===== config.mk =====
export PLATFORM = sky130hd
export DESIGN_NAME = mdio_rx_frame_flat
export DESIGN_NICKNAME = d
export VERILOG_FILES = /design/src/rtl/mdio_rx_frame_if.sv /design/src/rtl/mdio_rx_frame.sv /design/src/flat_wrapper.sv
export SDC_FILE = /design/constraint.sdc
export NUM_CORES = 1
export LEC_CHECK = 0
export CAP_MARGIN = 20
export CORE_MARGIN = 3
export CORE_UTILIZATION = 52
export CTS_BUF_LIST = sky130_fd_sc_hd__clkbuf_8
export CTS_CLUSTER_DIAMETER = 150
export DETAILED_ROUTE_END_ITERATION = 10
export GPL_TIMING_DRIVEN = 0
export PLACE_DENSITY = 0.76
export SLEW_MARGIN = 0
export SYNTH_ARGS = -nofsm -noshare
export SYNTH_HDL_FRONTEND = slang
export SYNTH_SLANG_ARGS = --single-unit

===== constraint.sdc =====
create_clock -name mdc -period 9 [get_ports mdc]
set_input_delay 2.25 -clock mdc [delete_from_list [all_inputs] [get_ports mdc]]
set_output_delay 2.25 -clock mdc [all_outputs]
set_load 0.05 [all_outputs]

===== src/rtl/mdio_rx_frame_if.sv =====
// mdio_rx_frame_if: serial MDIO lines plus register-file strobes between a station driver and the PHY-side receiver.
interface mdio_rx_frame_if #(
  parameter int DATA_W = 16,
  parameter int REG_AW = 5,
  parameter int PHY_AW = 5
);
  logic [PHY_AW-1:0] phy_addr;
  logic              mdio_out;
  logic              mdio_oe;
  logic [DATA_W-1:0] rd_data;
  logic [REG_AW-1:0] addr;
  logic [DATA_W-1:0] wr_data;
  logic              wr_stb;
  logic              rd_stb;
  logic              mdio_in;
  logic              mdio_in_oe;
  logic              mdio_done;
  logic              frame_err;
  modport master (
    output phy_addr, mdio_out, mdio_oe, rd_data,
    input  addr, wr_data, wr_stb, rd_stb, mdio_in, mdio_in_oe, mdio_done, frame_err
  );
  modport slave (
    input  phy_addr, mdio_out, mdio_oe, rd_data,
    output addr, wr_data, wr_stb, rd_stb, mdio_in, mdio_in_oe, mdio_done, frame_err
  );
endinterface


===== src/rtl/mdio_rx_frame.sv =====
// mdio_rx_frame: Clause-22 MDIO frame receiver with PHY address filter, register strobes and read-back serialiser.
// Optional MDIO_PRE_SUPPRESS_EN: after an accepted frame, later frames may omit the preamble.
module mdio_rx_frame #(
  parameter int DATA_W  = 16,
  parameter int REG_AW  = 5,
  parameter int PHY_AW  = 5,
  parameter int PRE_LEN = 32
) (
  input logic            mdc,
  input logic            rst,
  mdio_rx_frame_if.slave mdio
);
  localparam int MX = PRE_LEN > DATA_W ? PRE_LEN : DATA_W;
  localparam int CW = $clog2(MX + 1);
  localparam int AW = REG_AW > PHY_AW ? REG_AW : PHY_AW;
  localparam int SW = DATA_W > AW ? DATA_W : AW;
  typedef enum logic [3:0] {IDLE, ST, OP, PHYAD, REGAD, TA_W, WDATA, TA_R, RDATA} state_t;
  state_t state_q, state_d;
  logic [CW-1:0] pre_q, pre_d, cnt_q, cnt_d, lst;
  logic [SW-2:0] rx_q, rx_d;
  logic [SW-1:0] nxt;
  logic [DATA_W-1:0] tx_q, tx_d, wr_data_q, wr_data_d;
  logic [REG_AW-1:0] addr_q, addr_d;
  logic is_wr_q, is_wr_d, match_q, match_d;
  logic wr_stb_q, wr_stb_d, rd_stb_q, rd_stb_d, in_q, in_d, oe_q, oe_d, done_q, done_d, err_q, err_d;
  logic rx_phase, smp, adv, last, abort, pre_ok, shift;
  // TA_R and RDATA are driven by this block, so the generator's enable is irrelevant there
  assign rx_phase = state_q != TA_R && state_q != RDATA;
  assign smp      = mdio.mdio_oe && rx_phase;
  assign abort    = !mdio.mdio_oe && rx_phase && state_q != IDLE;
  assign adv      = smp || !rx_phase;
  assign nxt      = {rx_q, mdio.mdio_out};
  assign lst      = state_q == PHYAD ? CW'(PHY_AW - 1) : state_q == REGAD ? CW'(REG_AW - 1) :
                    state_q == WDATA || state_q == RDATA ? CW'(DATA_W - 1) : state_q == ST ? '0 : CW'(1);
  assign last     = adv && cnt_q == lst;
  assign shift    = state_q == TA_R ? last : state_q == RDATA && !last;
`ifdef MDIO_PRE_SUPPRESS_EN
  logic perm_q;
  always_ff @(posedge mdc) perm_q <= rst || err_d ? 1'b0 : done_d ? 1'b1 : perm_q;
  assign pre_ok = pre_q == CW'(PRE_LEN) || perm_q;
`else
  assign pre_ok = pre_q == CW'(PRE_LEN);
`endif
  always_ff @(posedge mdc)
    if (rst) begin
      state_q   <= IDLE;
      pre_q     <= '0;
      cnt_q     <= '0;
      rx_q      <= '0;
      tx_q      <= '0;
      wr_data_q <= '0;
      addr_q    <= '0;
      is_wr_q   <= 1'b0;
      match_q   <= 1'b0;
      wr_stb_q  <= 1'b0;
      rd_stb_q  <= 1'b0;
      in_q      <= 1'b0;
      oe_q      <= 1'b0;
      done_q    <= 1'b0;
      err_q     <= 1'b0;
    end else begin
      state_q   <= state_d;
      pre_q     <= pre_d;
      cnt_q     <= cnt_d;
      rx_q      <= rx_d;
      tx_q      <= tx_d;
      wr_data_q <= wr_data_d;
      addr_q    <= addr_d;
      is_wr_q   <= is_wr_d;
      match_q   <= match_d;
      wr_stb_q  <= wr_stb_d;
      rd_stb_q  <= rd_stb_d;
      in_q      <= in_d;
      oe_q      <= oe_d;
      done_q    <= done_d;
      err_q     <= err_d;
    end
  always_comb begin
    state_d = state_q;
    if (abort) state_d = IDLE;
    else if (adv)
      case (state_q)
        IDLE:    state_d = !mdio.mdio_out && pre_ok ? ST : IDLE;
        ST:      state_d = mdio.mdio_out ? OP : IDLE;
        OP:      state_d = !last ? OP : nxt[1:0] == 2'b01 || nxt[1:0] == 2'b10 ? PHYAD : IDLE;
        PHYAD:   state_d = last ? REGAD : PHYAD;
        REGAD:   state_d = !last ? REGAD : is_wr_q ? TA_W : match_q ? TA_R : IDLE;
        TA_W:    state_d = !last ? TA_W : nxt[1:0] == 2'b10 ? WDATA : IDLE;
        WDATA:   state_d = last ? IDLE : WDATA;
        TA_R:    state_d = last ? RDATA : TA_R;
        RDATA:   state_d = last ? IDLE : RDATA;
        default: state_d = IDLE;
      endcase
  end
  always_comb begin
    cnt_d     = state_d != state_q || state_q == IDLE ? '0 : adv ? cnt_q + 1'b1 : cnt_q;
    pre_d     = state_q != IDLE || (smp && !mdio.mdio_out) ? '0 :
                !smp || pre_q == CW'(PRE_LEN) ? pre_q : pre_q + 1'b1;
    rx_d      = smp ? nxt[SW-2:0] : rx_q;
    is_wr_d   = state_q == OP && last ? nxt[1:0] == 2'b01 : is_wr_q;
    match_d   = state_q == PHYAD && last ? nxt[PHY_AW-1:0] == mdio.phy_addr : match_q;
    addr_d    = state_q == REGAD && last ? nxt[REG_AW-1:0] : addr_q;
    rd_stb_d  = state_q == REGAD && state_d == TA_R;
    wr_stb_d  = state_q == WDATA && last && match_q;
    wr_data_d = wr_stb_d ? nxt[DATA_W-1:0] : wr_data_q;
    tx_d      = state_q == TA_R && !last ? mdio.rd_data : shift ? tx_q << 1 : tx_q;
    in_d      = shift && tx_q[DATA_W-1];
    oe_d      = state_q == TA_R || (state_q == RDATA && !last);
    done_d    = wr_stb_d || (state_q == RDATA && last);
    err_d     = abort || (smp && state_d == IDLE && (state_q == ST || state_q == OP || state_q == TA_W));
  end
  assign mdio.addr       = addr_q;
  assign mdio.wr_data    = wr_data_q;
  assign mdio.wr_stb     = wr_stb_q;
  assign mdio.rd_stb     = rd_stb_q;
  assign mdio.mdio_in    = in_q;
  assign mdio.mdio_in_oe = oe_q;
  assign mdio.mdio_done  = done_q;
  assign mdio.frame_err  = err_q;
endmodule


===== src/flat_wrapper.sv =====
// flat-port wrapper written by rule: the top's interface ports become plain ports
module mdio_rx_frame_flat 
#(
  parameter int DATA_W  = 16,
  parameter int REG_AW  = 5,
  parameter int PHY_AW  = 5,
  parameter int PRE_LEN = 32
)
  (mdc, rst, mdio_phy_addr, mdio_mdio_out, mdio_mdio_oe, mdio_rd_data, mdio_addr, mdio_wr_data, mdio_wr_stb, mdio_rd_stb, mdio_mdio_in, mdio_mdio_in_oe, mdio_mdio_done, mdio_frame_err);
  mdio_rx_frame_if #(.DATA_W(DATA_W), .REG_AW(REG_AW), .PHY_AW(PHY_AW)) mdio_i ();
  input logic mdc;
  input logic rst;
  input wire logic [$bits(mdio_i.phy_addr)-1:0] mdio_phy_addr;
  input wire logic [$bits(mdio_i.mdio_out)-1:0] mdio_mdio_out;
  input wire logic [$bits(mdio_i.mdio_oe)-1:0] mdio_mdio_oe;
  input wire logic [$bits(mdio_i.rd_data)-1:0] mdio_rd_data;
  output wire logic [$bits(mdio_i.addr)-1:0] mdio_addr;
  output wire logic [$bits(mdio_i.wr_data)-1:0] mdio_wr_data;
  output wire logic [$bits(mdio_i.wr_stb)-1:0] mdio_wr_stb;
  output wire logic [$bits(mdio_i.rd_stb)-1:0] mdio_rd_stb;
  output wire logic [$bits(mdio_i.mdio_in)-1:0] mdio_mdio_in;
  output wire logic [$bits(mdio_i.mdio_in_oe)-1:0] mdio_mdio_in_oe;
  output wire logic [$bits(mdio_i.mdio_done)-1:0] mdio_mdio_done;
  output wire logic [$bits(mdio_i.frame_err)-1:0] mdio_frame_err;
  assign mdio_i.phy_addr = mdio_phy_addr;
  assign mdio_i.mdio_out = mdio_mdio_out;
  assign mdio_i.mdio_oe = mdio_mdio_oe;
  assign mdio_i.rd_data = mdio_rd_data;
  assign mdio_addr = mdio_i.addr;
  assign mdio_wr_data = mdio_i.wr_data;
  assign mdio_wr_stb = mdio_i.wr_stb;
  assign mdio_rd_stb = mdio_i.rd_stb;
  assign mdio_mdio_in = mdio_i.mdio_in;
  assign mdio_mdio_in_oe = mdio_i.mdio_in_oe;
  assign mdio_mdio_done = mdio_i.mdio_done;
  assign mdio_frame_err = mdio_i.frame_err;
  mdio_rx_frame #(.DATA_W(DATA_W), .REG_AW(REG_AW), .PHY_AW(PHY_AW), .PRE_LEN(PRE_LEN)) u_core (.mdc(mdc), .rst(rst), .mdio(mdio_i));
endmodule

==> key figures, run 1 <==
Outcome
  – Status: finished clean

Floorplan
  – Core area: 6980 um2
  – Starting density of the core: 54.9%
  – Die Span Y: 91.8 um
  – Die Wd: 91.8 um
  – Die area: 8430 um2
  – # rows: 30
  – I/O pins: 52

Clock network
  – Clock H-tree levels: 3
  – CTS Buf Count: 9
  – Post-CTS Hold Fix Bufs: 0
  – Worst-Skew Late Latency: 360 ps
  – CTS max path bufs: 2
  – Root Driver: clkbuf_8
  – Post-CTS Setup Inserts: 0
  – Clk slew on worst S/H paths: 90 ps
  – Clk sinks: 76
  – CTS tree: done
  – Post-CTS Resized: 0

Logic synthesis
  – Synth Area in Compound Gates: 20.0%
  – Cell Area, Synth: 3830 um2
  – Post-synthesis cell count: 451
  – Distinct cell type count after synthesis: 61
  – Synth area leader: dfxtp_1
  – Commonest cells post-synth: 76 x dfxtp_1, 45 x nand2_1, 44 x nor2_1
  – Ys async rst share: 0%
  – Most numerous cell in the Yosys netlist: dfxtp_1
  – Syn nets: 481
  – Largest cells by area after synthesis: dfxtp_1 40%, mux2i_1 5.0%, nand2_1 4.4%
  – Largest family of logic cells by synthesized area: simple AND/OR/NAND/NOR gates
  – Yosys warns: 0
  – Avg Cell Area, Syn: 8.49 um2
  – Number of synthesized flops with an enable pin: 0
  – Share of the synthesized area in the top cell type: 39.7%
  – Ys flop type: dfxtp_1
  – Post-synthesis xor/xnor area fraction: 3.43%
  – Synthesized flop and latch total: 76
  – Mux cell area share after synthesis: 4.97%
  – Adder-Cell Fraction of Synth Area: 1.63%
  – Sequential share of the synthesized area: 39.7%
  – Area share of and/or/nand/nor cells after synthesis: 23.5%

Place
  – IO Port Bufs: 51
  – Place WS: 3230 ps
  – Placed insts: 598
  – Dpl cell area: 4460 um2
  – Hpwl dp: 7090 um
  – GP Congestion: 0.939

Job
  – Number of max-cap violations: 0

GRT
  – First-pass GRT wire length: 16,800 um
  – Antenna violations before repair: 0
  – Vias in the first global route: 3,474
  – Pin count of the biggest net entering global routing: 16
  – GRT overflow: 0
  – Gr usage total: 24.5%

Routing
  – Post-DR vias/cell: 5.93
  – Vias post-DR: 3,644
  – DRC viols: 0
  – Avg WL per Cell: 16.5 um
  – Detailed Routing Iterations Pass 1: 4
  – Routed wire length: 10,100 um
  – Final ANT Viol Nets: 0
  – Initial DRC count: 295

Min path
  – Hold Crit Depth: 2
  – Worst hold start: u_core.tx_q[1]
  – Min-Delay Path Class: register to register
  – Hold Crit Endpoint: u_core.tx_q[2]

Worst setup path
  – Worst r2r dst: u_core.tx_q[14]
  – Crit Path Max Fanout: 8
  – Crit start category: input pin
  – Crit path kind: input pin to register
  – CP peak stage delay: 750 ps
  – Critical Path Sink Type: register
  – Worst reg2reg setup slack: 5680 ps
  – Critical Path Slowest Stage Cell: a311oi_1
  – CP Data Arrival Time: 5700 ps
  – Kind of cell adding the most delay to the critical path: compound AO/OA/AOI/OAI gates
  – R2r startpoint: u_core.state_q[0]
  – Worst EP required: 9210 ps
  – WP buf/inv: 3
  – Reg2Reg Depth: 8
  – Ordered list of cells on the worst path: clkdlybuf4s50_1, clkbuf_1, inv_1, ha_1, or4b_2, o22a_1, a21oi_1, nor4_2, a311oi_1, nor3_1

Timing
  – Clock skew: 10.7 ps
  – Max Fclk: 0.182 GHz
  – Rel. slew slack: 39.6%
  – Final period utilization: 61.0%
  – Fin worst setup slack: 3510 ps
  – Final hold violations: 0
  – Slew Limit Fails: 0
  – RSZ-0062 raised after global routing: false
  – Final Setup Violations: 0
  – Final TNS setup: 0 ps
  – Fin crit period: 5490 ps
  – Tightest Pin Transition: 898 ps
  – Hold Slack: 465 ps

Power and ir drop
  – Leak pwr: 1.48 nW
  – Power consumption: 623 uW
  – Pwr Density: 134 nW/um2
  – Peak supply drop: 0.0000910 V

Cells and area
  – Share of post-route cells with drive strength above 1: 8.30%
  – Final core occ: 66.5%
  – Nets: 543
  – Non-filler cells, final: 614
  – P&R area growth vs syn: 21.2%
  – Finished Cell Area: 4640 um2
  – Antenna cells: 0
  – Fill cells: 586
-- worst max-delay path by stage --
| stage | slack, ps | cells past startpoint | end | startpoint |
|---|---|---|---|---|
| finish | 3510 | 10 | u_core.cnt_q[4] | mdio_mdio_out |
| detailed placement | 3230 | 10 | u_core.cnt_q[3] | mdio_mdio_out |
| global route | 3360 | 10 | u_core.cnt_q[4] | mdio_mdio_out |
| global placement | 3170 | 10 | u_core.cnt_q[3] | mdio_mdio_out |
| CTS | 3580 | 10 | u_core.cnt_q[5] | mdio_mdio_out |
| floorplan | 4280 | 9 | u_core.cnt_q[0] | mdio_mdio_out |
-- tightest hold or removal path: stages (launching register included) --
cell     delay (ps)
dfxtp_1         320
nand2_1          50
o22ai_1          50
-- where the power goes --
part | switching, mW | internal, mW | leakage [nW] | total (mW)
registers | 0.00171 | 0.337 | 0.612 | 0.339
clock network | 0.146 | 0.103 | 0.0829 | 0.249
logic | 0.0196 | 0.0154 | 0.781 | 0.0350
total | 0.167 | 0.456 | 1.48 | 0.623
-- cells by family after synthesis --
family / Yosys count
mux: 19
compound gates: 106
xor+xnor: 15
buf+inv: 61
simple gates: 169
flops: 76
fa+ha+maj: 5
-- sequential cells by signal (all words and copies together), names as in the netlist --
name	cells
u_core.mdio.wr_data	16
u_core.tx_q	16
u_core.rx_q	15
u_core.cnt_q	6
u_core.pre_q	6
u_core.mdio.addr	5
u_core.state_q	4
u_core.is_wr_q	1
u_core.match_q	1
u_core.mdio.frame_err	1
u_core.mdio.mdio_done	1
u_core.mdio.mdio_in	1
u_core.mdio.mdio_in_oe	1
u_core.mdio.rd_stb	1
u_core.mdio.wr_stb	1
-- cell type report --
cell class / count / area [um2] / area share, %
repair buffers: 51 / 510 / 11.0
flip-flops and latches: 76 / 1520 / 32.8
inverters: 21 / 78.8 / 1.70
well taps: 96 / 120 / 2.59
clock inverters: 7 / 57.6 / 1.24
clock buffers: 9 / 124 / 2.67
plain buffers: 40 / 181 / 3.91
multi-input cells: 314 / 2050 / 44.1
-- cell usage in the layout, fill, tap and decap left out, types with 3 or more instances in the layout --
cell type / count
a2111oi_0: 10
a2111oi_1: 6
a211oi_1: 15
a21oi_1: 29
a311oi_1: 3
a31oi_1: 6
a32oi_1: 3
buf_2: 10
clkbuf_1: 26
clkbuf_8: 9
clkdlybuf4s50_1: 51
clkinvlp_4: 3
dfxtp_1: 76
ha_1: 5
inv_1: 21
inv_6: 3
mux2i_1: 19
nand2_1: 45
nand3_1: 5
nand4_1: 8
nand4b_1: 3
nor2_1: 44
nor2b_1: 3
nor3_1: 18
nor4_1: 16
o21ai_0: 12
or3_1: 3
or4b_2: 4
xnor2_1: 4
xor2_1: 11
-- layer usage --
metal | wire length, um | vias up | GRT usage, %
met4 | 201 | 0 | 10.1
li1 | - | 1770 | -
met5 | 0 | - | 0
met2 | 4570 | 162 | 37.6
met3 | 671 | 17 | 4.76
met1 | 4680 | 1695 | 33.6
No activity file was read; power rests on OpenSTA's default activity.
==> run 2, diff against run 1 <==
Settings changed: CORE_UTILIZATION 52 to 51, PLACE_DENSITY 0.76 to 0.78.
Clock period 9 ns to 4.8 ns, I/O delays scaled along.
==> key figures, run 2 (synthesis gave the netlist of run 1 again) <==
GRT
  – Antenna violations before repair: 0 (unchanged)
  – Gr usage total: 25.1% (was 24.5%)
  – Vias in the first global route: 3,511 (was 3,474)
  – GRT overflow: 0 (unchanged)
  – First-pass GRT wire length: 17,300 um (was 16,800 um)
  – Pin count of the biggest net entering global routing: 18 (was 16)

Clock network
  – CTS tree: done (unchanged)
  – CTS Buf Count: 9 (unchanged)
  – Clk sinks: 76 (unchanged)
  – Root Driver: clkbuf_8 (unchanged)
  – CTS max path bufs: 2 (unchanged)
  – Clock H-tree levels: 3 (unchanged)
  – Post-CTS Hold Fix Bufs: 0 (unchanged)
  – Clk slew on worst S/H paths: 90 ps (about the same)
  – Post-CTS Setup Inserts: 0 (unchanged)
  – Worst-Skew Late Latency: 370 ps (was 360 ps)
  – Post-CTS Resized: 0 (unchanged)

Floorplan
  – # rows: 30 (unchanged)
  – I/O pins: 52 (unchanged)
  – Starting density of the core: 54.6% (was 54.9%)
  – Die area: 8590 um2 (was 8430 um2)
  – Core area: 7020 um2 (was 6980 um2)
  – Die Wd: 92.7 um (was 91.8 um)
  – Die Span Y: 92.7 um (was 91.8 um)

Cells and area
  – P&R area growth vs syn: 21.6% (was 21.2%)
  – Nets: 543 (unchanged)
  – Share of post-route cells with drive strength above 1: 8.30% (unchanged)
  – Most frequent cells in the layout: 76 x dfxtp_1, 51 x clkdlybuf4s50_1, 45 x nand2_1 (unchanged)
  – Commonest non-fill, non-tap cell in the layout: dfxtp_1 (unchanged)
  – Antenna cells: 0 (unchanged)

Place
  – GP Congestion: 0.922 (was 0.939)
  – Hpwl dp: 7380 um (was 7090 um)
  – IO Port Bufs: 51 (unchanged)

Power and ir drop
  – Pwr Density: 256 nW/um2 (was 134 nW/um2)
  – Sw frac: 27.4% (was 26.8%)
  – Power consumption: 1.19 mW (was 623 uW)
  – Sequential Power Share: 53.2% (was 54.4%)
  – Leak pwr: 1.49 nW (was 1.48 nW)
  – Clk pwr share: 41.4% (was 40.0%)
  – Switch Pwr: 327 uW (was 167 uW)
  – Pint: 867 uW (was 456 uW)
  – Peak supply drop: 0.000246 V (was 0.0000910 V)
  – Combinational share of power: 5.4% (was 5.6%)

Worst setup path
  – Worst r2r dst: u_core.tx_q[6] (was u_core.tx_q[14])
  – Crit path kind: input pin to register (unchanged)
  – CP Data Arrival Time: 4610 ps (was 5700 ps)
  – R2r startpoint: u_core.state_q[0] (unchanged)
  – Critical Path Sink Type: register (unchanged)
  – Reg2Reg Depth: 8 (unchanged)
  – Crit start category: input pin (unchanged)
  – Kind of cell adding the most delay to the critical path: compound AO/OA/AOI/OAI gates (unchanged)
  – CP Launch Point: mdio_mdio_out (unchanged)
  – WP buf/inv: 3 (unchanged)
  – Ordered list of cells on the worst path: clkdlybuf4s50_1, clkbuf_1, inv_1, ha_1, or4b_2, o22a_1, a21oi_1, nor4_2, a311oi_1, nor3_1 (unchanged)
  – Worst reg2reg setup slack: 1470 ps (was 5680 ps)
  – CP peak stage delay: 720 ps (was 750 ps)
  – Worst EP required: 5010 ps (was 9210 ps)
  – Crit Path Max Fanout: 8 (unchanged)
  – Critical Path Slowest Stage Cell: a311oi_1 (unchanged)

Timing
  – Final hold violations: 0 (unchanged)
  – Final period utilization: 91.5%
  – Rel. slew slack: 42.4% (was 39.6%)
  – Tightest Pin Transition: 856 ps (was 898 ps)
  – Final TNS setup: 0 ps (unchanged)
  – Clock skew: 17.1 ps (was 10.7 ps)
  – Fin crit period: 4390 ps
  – Slew Limit Fails: 0 (unchanged)
  – Max Fclk: 0.228 GHz
  – Hold Slack: 473 ps (was 465 ps)
  – RSZ-0062 raised after global routing: false (unchanged)
  – Final Setup Violations: 0 (unchanged)

Routing
  – Vias post-DR: 3,707 (was 3,644)
  – Post-DR vias/cell: 6.04 (was 5.93)
  – Routed wire length: 10,400 um (was 10,100 um)
  – Detailed Routing Iterations Pass 1: 5 (was 4)
  – Initial DRC count: 398 (was 295)
  – Avg WL per Cell: 16.9 um (was 16.5 um)
  – Final ANT Viol Nets: 0 (unchanged)
  – DRC viols: 0 (unchanged)

Min path
  – Worst hold start: u_core.tx_q[1] (unchanged)
  – Hold Crit Depth: 2 (unchanged)
  – Min-Delay Path Class: register to register (unchanged)
  – Hold Crit Endpoint: u_core.tx_q[2] (unchanged)

Outcome
  – Status: finished clean (unchanged)

Job
  – Number of max-cap violations: 0 (unchanged)
-- run 2: metrics by stage --
step | util [%] | area [um2] | std cells | worst slack, ps
global placement | 63.5 | 4460 | 598 | 63.2
floorplan | - | 3830 | 451 | 1130
finish | 66.4 | 4660 | 614 | 408
CTS | 66.4 | 4660 | 614 | 450
detailed placement | 63.5 | 4460 | 598 | 102
global route | 66.4 | 4660 | 614 | 114
-- run 2: final cells by class --
| class | count | area (um2) |
|---|---|---|
| timing repair buffer | 51 | 510 |
| tap | 96 | 120 |
| inverter | 21 | 78.8 |
| buffer | 40 | 181 |
| multi-input combinational | 314 | 2050 |
| sequential | 76 | 1520 |
| fill | 619 | 2360 |
| clock inverter | 7 | 73.8 |
| clock buffer | 9 | 124 |
-- run 2: how the worst max path moves through the flow --
stage	endpoint	slack (ps)	cells past startpoint
2_1_floorplan	u_core.cnt_q[0]	1130	9
3_3_place_gp	u_core.cnt_q[2]	60	10
3_5_place_dp	u_core.cnt_q[2]	100	10
4_1_cts	u_core.cnt_q[2]	450	10
5_1_grt	u_core.cnt_q[2]	110	10
6_report	u_core.cnt_q[2]	410	10
-- run 2: power groups by stage --
stage	logic [mW]	clock network (mW)	registers [mW]
after detailed placement	0.0637	0	0.650
after global routing	0.0707	0.529	0.636
after CTS	0.0644	0.504	0.635
after floorplan	0.0307	0	0.649
final	0.0645	0.495	0.635
after global placement	0.0631	0	0.650
-- run 2: worst register-to-register path, cell delays in order, from the launching register on --
cell       delay (ps)
dfxtp_1           310
buf_2             180
nor4b_4           550
nor3_1            160
nor3_1            610
nand3_1           320
a21oi_1           450
clkbuf_1          440
a2111oi_0         200
-- run 2: per-layer routing --
metal,GRT usage [%],up-vias,part of all wire [%]
met5,0,-,0
met4,7.81,0,2.0
met3,6.26,24,8.4
met2,38.9,179,46
met1,34.3,1729,43
li1,-,1775,-
==> run 3, diff against run 2 <==
Settings changed: CORE_UTILIZATION 51 to 50, CTS_CLUSTER_SIZE set to 12, PLACE_DENSITY 0.78 to 0.77.
==> key figures, run 3 (synthesis gave the netlist of run 1 again) <==
Place
  – Hpwl dp: 7100 um (was 7380 um)
  – IO Port Bufs: 51 (unchanged)
  – GP Congestion: 1.01 (was 0.922)

Routing
  – Vias post-DR: 3,634 (was 3,707)
  – Avg WL per Cell: 16.3 um (was 16.9 um)
  – Routed wire length: 10,100 um (was 10,400 um)
  – Detailed Routing Iterations Pass 1: 5 (unchanged)
  – Final ANT Viol Nets: 0 (unchanged)
  – Post-DR vias/cell: 5.89 (was 6.04)
  – Initial DRC count: 253 (was 398)
  – DRC viols: 0 (unchanged)

Cells and area
  – Commonest non-fill, non-tap cell in the layout: dfxtp_1 (unchanged)
  – Antenna cells: 0 (unchanged)
  – P&R area growth vs syn: 22.0% (was 21.6%)
  – Most frequent cells in the layout: 76 x dfxtp_1, 51 x clkdlybuf4s50_1, 45 x nand2_1 (unchanged)
  – Fill cells: 635 (was 619)
  – Share of post-route cells with drive strength above 1: 8.30% (unchanged)
  – Nets: 543 (unchanged)

GRT
  – Vias in the first global route: 3,501 (was 3,511)
  – Gr busiest metal: met2 (unchanged)
  – Pin count of the biggest net entering global routing: 16 (was 18)
  – First-pass GRT wire length: 16,900 um (was 17,300 um)
  – M2 GR Usage: 37.5% (was 38.9%)
  – Global routing usage on met1: 33.4% (was 34.3%)
  – Gr usage total: 24.1% (was 25.1%)
  – Antenna violations before repair: 0 (unchanged)
  – Met3 usage: 5.23% (was 6.26%)
  – GRT overflow: 0 (unchanged)

Floorplan
  – Core area: 7330 um2 (was 7020 um2)
  – I/O pins: 52 (unchanged)
  – Die Span Y: 93.5 um (was 92.7 um)
  – Starting density of the core: 52.2% (was 54.6%)
  – Die Wd: 93.5 um (was 92.7 um)
  – Die area: 8750 um2 (was 8590 um2)
  – # rows: 31 (was 30)

Power and ir drop
  – Clk pwr share: 42.6% (was 41.4%)
  – Combinational share of power: 5.3% (was 5.4%)
  – Pint: 910 uW (was 867 uW)
  – Sw frac: 25.3% (was 27.4%)
  – Sequential Power Share: 52.1% (was 53.2%)
  – Peak supply drop: 0.000200 V (was 0.000246 V)
  – Switch Pwr: 308 uW (was 327 uW)
  – Power consumption: 1.22 mW (was 1.19 mW)
  – Pwr Density: 261 nW/um2 (was 256 nW/um2)
  – Leak pwr: 1.49 nW (about the same)

Clock network
  – Clock H-tree levels: 3 (unchanged)
  – CTS tree: done (unchanged)
  – Post-CTS Resized: 0 (unchanged)
  – Clk slew on worst S/H paths: 90 ps (about the same)
  – CTS max path bufs: 2 (unchanged)
  – Worst-Skew Late Latency: 360 ps (was 370 ps)
  – Root Driver: clkbuf_8 (unchanged)
  – Post-CTS Hold Fix Bufs: 0 (unchanged)
  – CTS Buf Count: 9 (unchanged)
  – Post-CTS Setup Inserts: 0 (unchanged)
  – Clk sinks: 76 (unchanged)

Timing
  – Final period utilization: 90.2% (was 91.5%)
  – Clock skew: 8.55 ps (was 17.1 ps)
  – Slew Limit Fails: 0 (unchanged)
  – Tightest Pin Transition: 855 ps (was 856 ps)
  – Hold Slack: 472 ps (was 473 ps)
  – Final Setup Violations: 0 (unchanged)
  – Final TNS setup: 0 ps (unchanged)
  – Final hold violations: 0 (unchanged)
  – Rel. slew slack: 42.5% (was 42.4%)
  – Fin crit period: 4330 ps (was 4390 ps)
  – RSZ-0062 raised after global routing: false (unchanged)
  – Max Fclk: 0.231 GHz (was 0.228 GHz)

Outcome
  – Status: finished clean (unchanged)

Worst setup path
  – Worst EP required: 5010 ps (about the same)
  – Crit path kind: input pin to register (unchanged)
  – Crit start category: input pin (unchanged)
  – Kind of cell adding the most delay to the critical path: compound AO/OA/AOI/OAI gates (unchanged)
  – WP buf/inv: 3 (unchanged)
  – CP Data Arrival Time: 4540 ps (was 4610 ps)
  – Crit Path Max Fanout: 8 (unchanged)
  – Ordered list of cells on the worst path: clkdlybuf4s50_1, clkbuf_1, inv_1, ha_1, or4b_2, o22a_1, a21oi_1, nor4_2, a311oi_1, nor3_1 (unchanged)
  – Critical Path Slowest Stage Cell: a311oi_1 (unchanged)
  – Critical Path Sink Type: register (unchanged)
  – CP peak stage delay: 740 ps (was 720 ps)

Min path
  – Min-Delay Path Class: register to register (unchanged)

Job
  – Number of max-cap violations: 0 (unchanged)
run 3: metal layers:
layer	vias to the layer above	routed length, um
li1	1768	-
met1	1736	4620
met2	116	4690
met3	14	625
met4	0	136
met5	-	0
run 3: power groups by stage:
stage | sequential [mW] | combinational, mW | clock, mW
2_1_floorplan | 0.649 | 0.0307 | 0
3_3_place_gp | 0.650 | 0.0630 | 0
3_5_place_dp | 0.650 | 0.0633 | 0
4_1_cts | 0.635 | 0.0643 | 0.530
5_1_grt | 0.636 | 0.0705 | 0.558
6_report | 0.635 | 0.0643 | 0.519
run 3: worst min-delay path: stages (launching register included):
cell and delay (ps):
dfxtp_1 320, nand2_1 50, o22ai_1 60
run 3: area by class of cell:
cell class | count | area (um2) | area share (%)
multi-input cells | 314 | 2050 | 43.9
flip-flops and latches | 76 | 1520 | 32.6
repair buffers | 51 | 510 | 10.9
plain buffers | 40 | 181 | 3.88
clock buffers | 9 | 124 | 2.65
well taps | 99 | 124 | 2.65
clock inverters | 7 | 82.6 | 1.77
inverters | 21 | 78.8 | 1.69
run 3: final timing paths:
check                                       start              end  slack [ps]  depth (start not counted)
worst max-delay path                mdio_mdio_out  u_core.cnt_q[4]         470                         10
worst min-delay path               u_core.tx_q[1]   u_core.tx_q[2]         470                          2
worst max register to register  u_core.state_q[0]   u_core.tx_q[6]        1620                          9
worst min register to register     u_core.tx_q[1]   u_core.tx_q[2]         470                          2
run 3: metrics by stage:
stage	instance area [um2]	cells	utilization (%)	worst slack [ps]
finish	4670	617	63.7	472
global route	4670	617	63.7	201
CTS	4670	617	63.7	512
detailed placement	4460	601	60.9	140
global placement	4460	601	60.9	110
floorplan	3830	451	-	1130
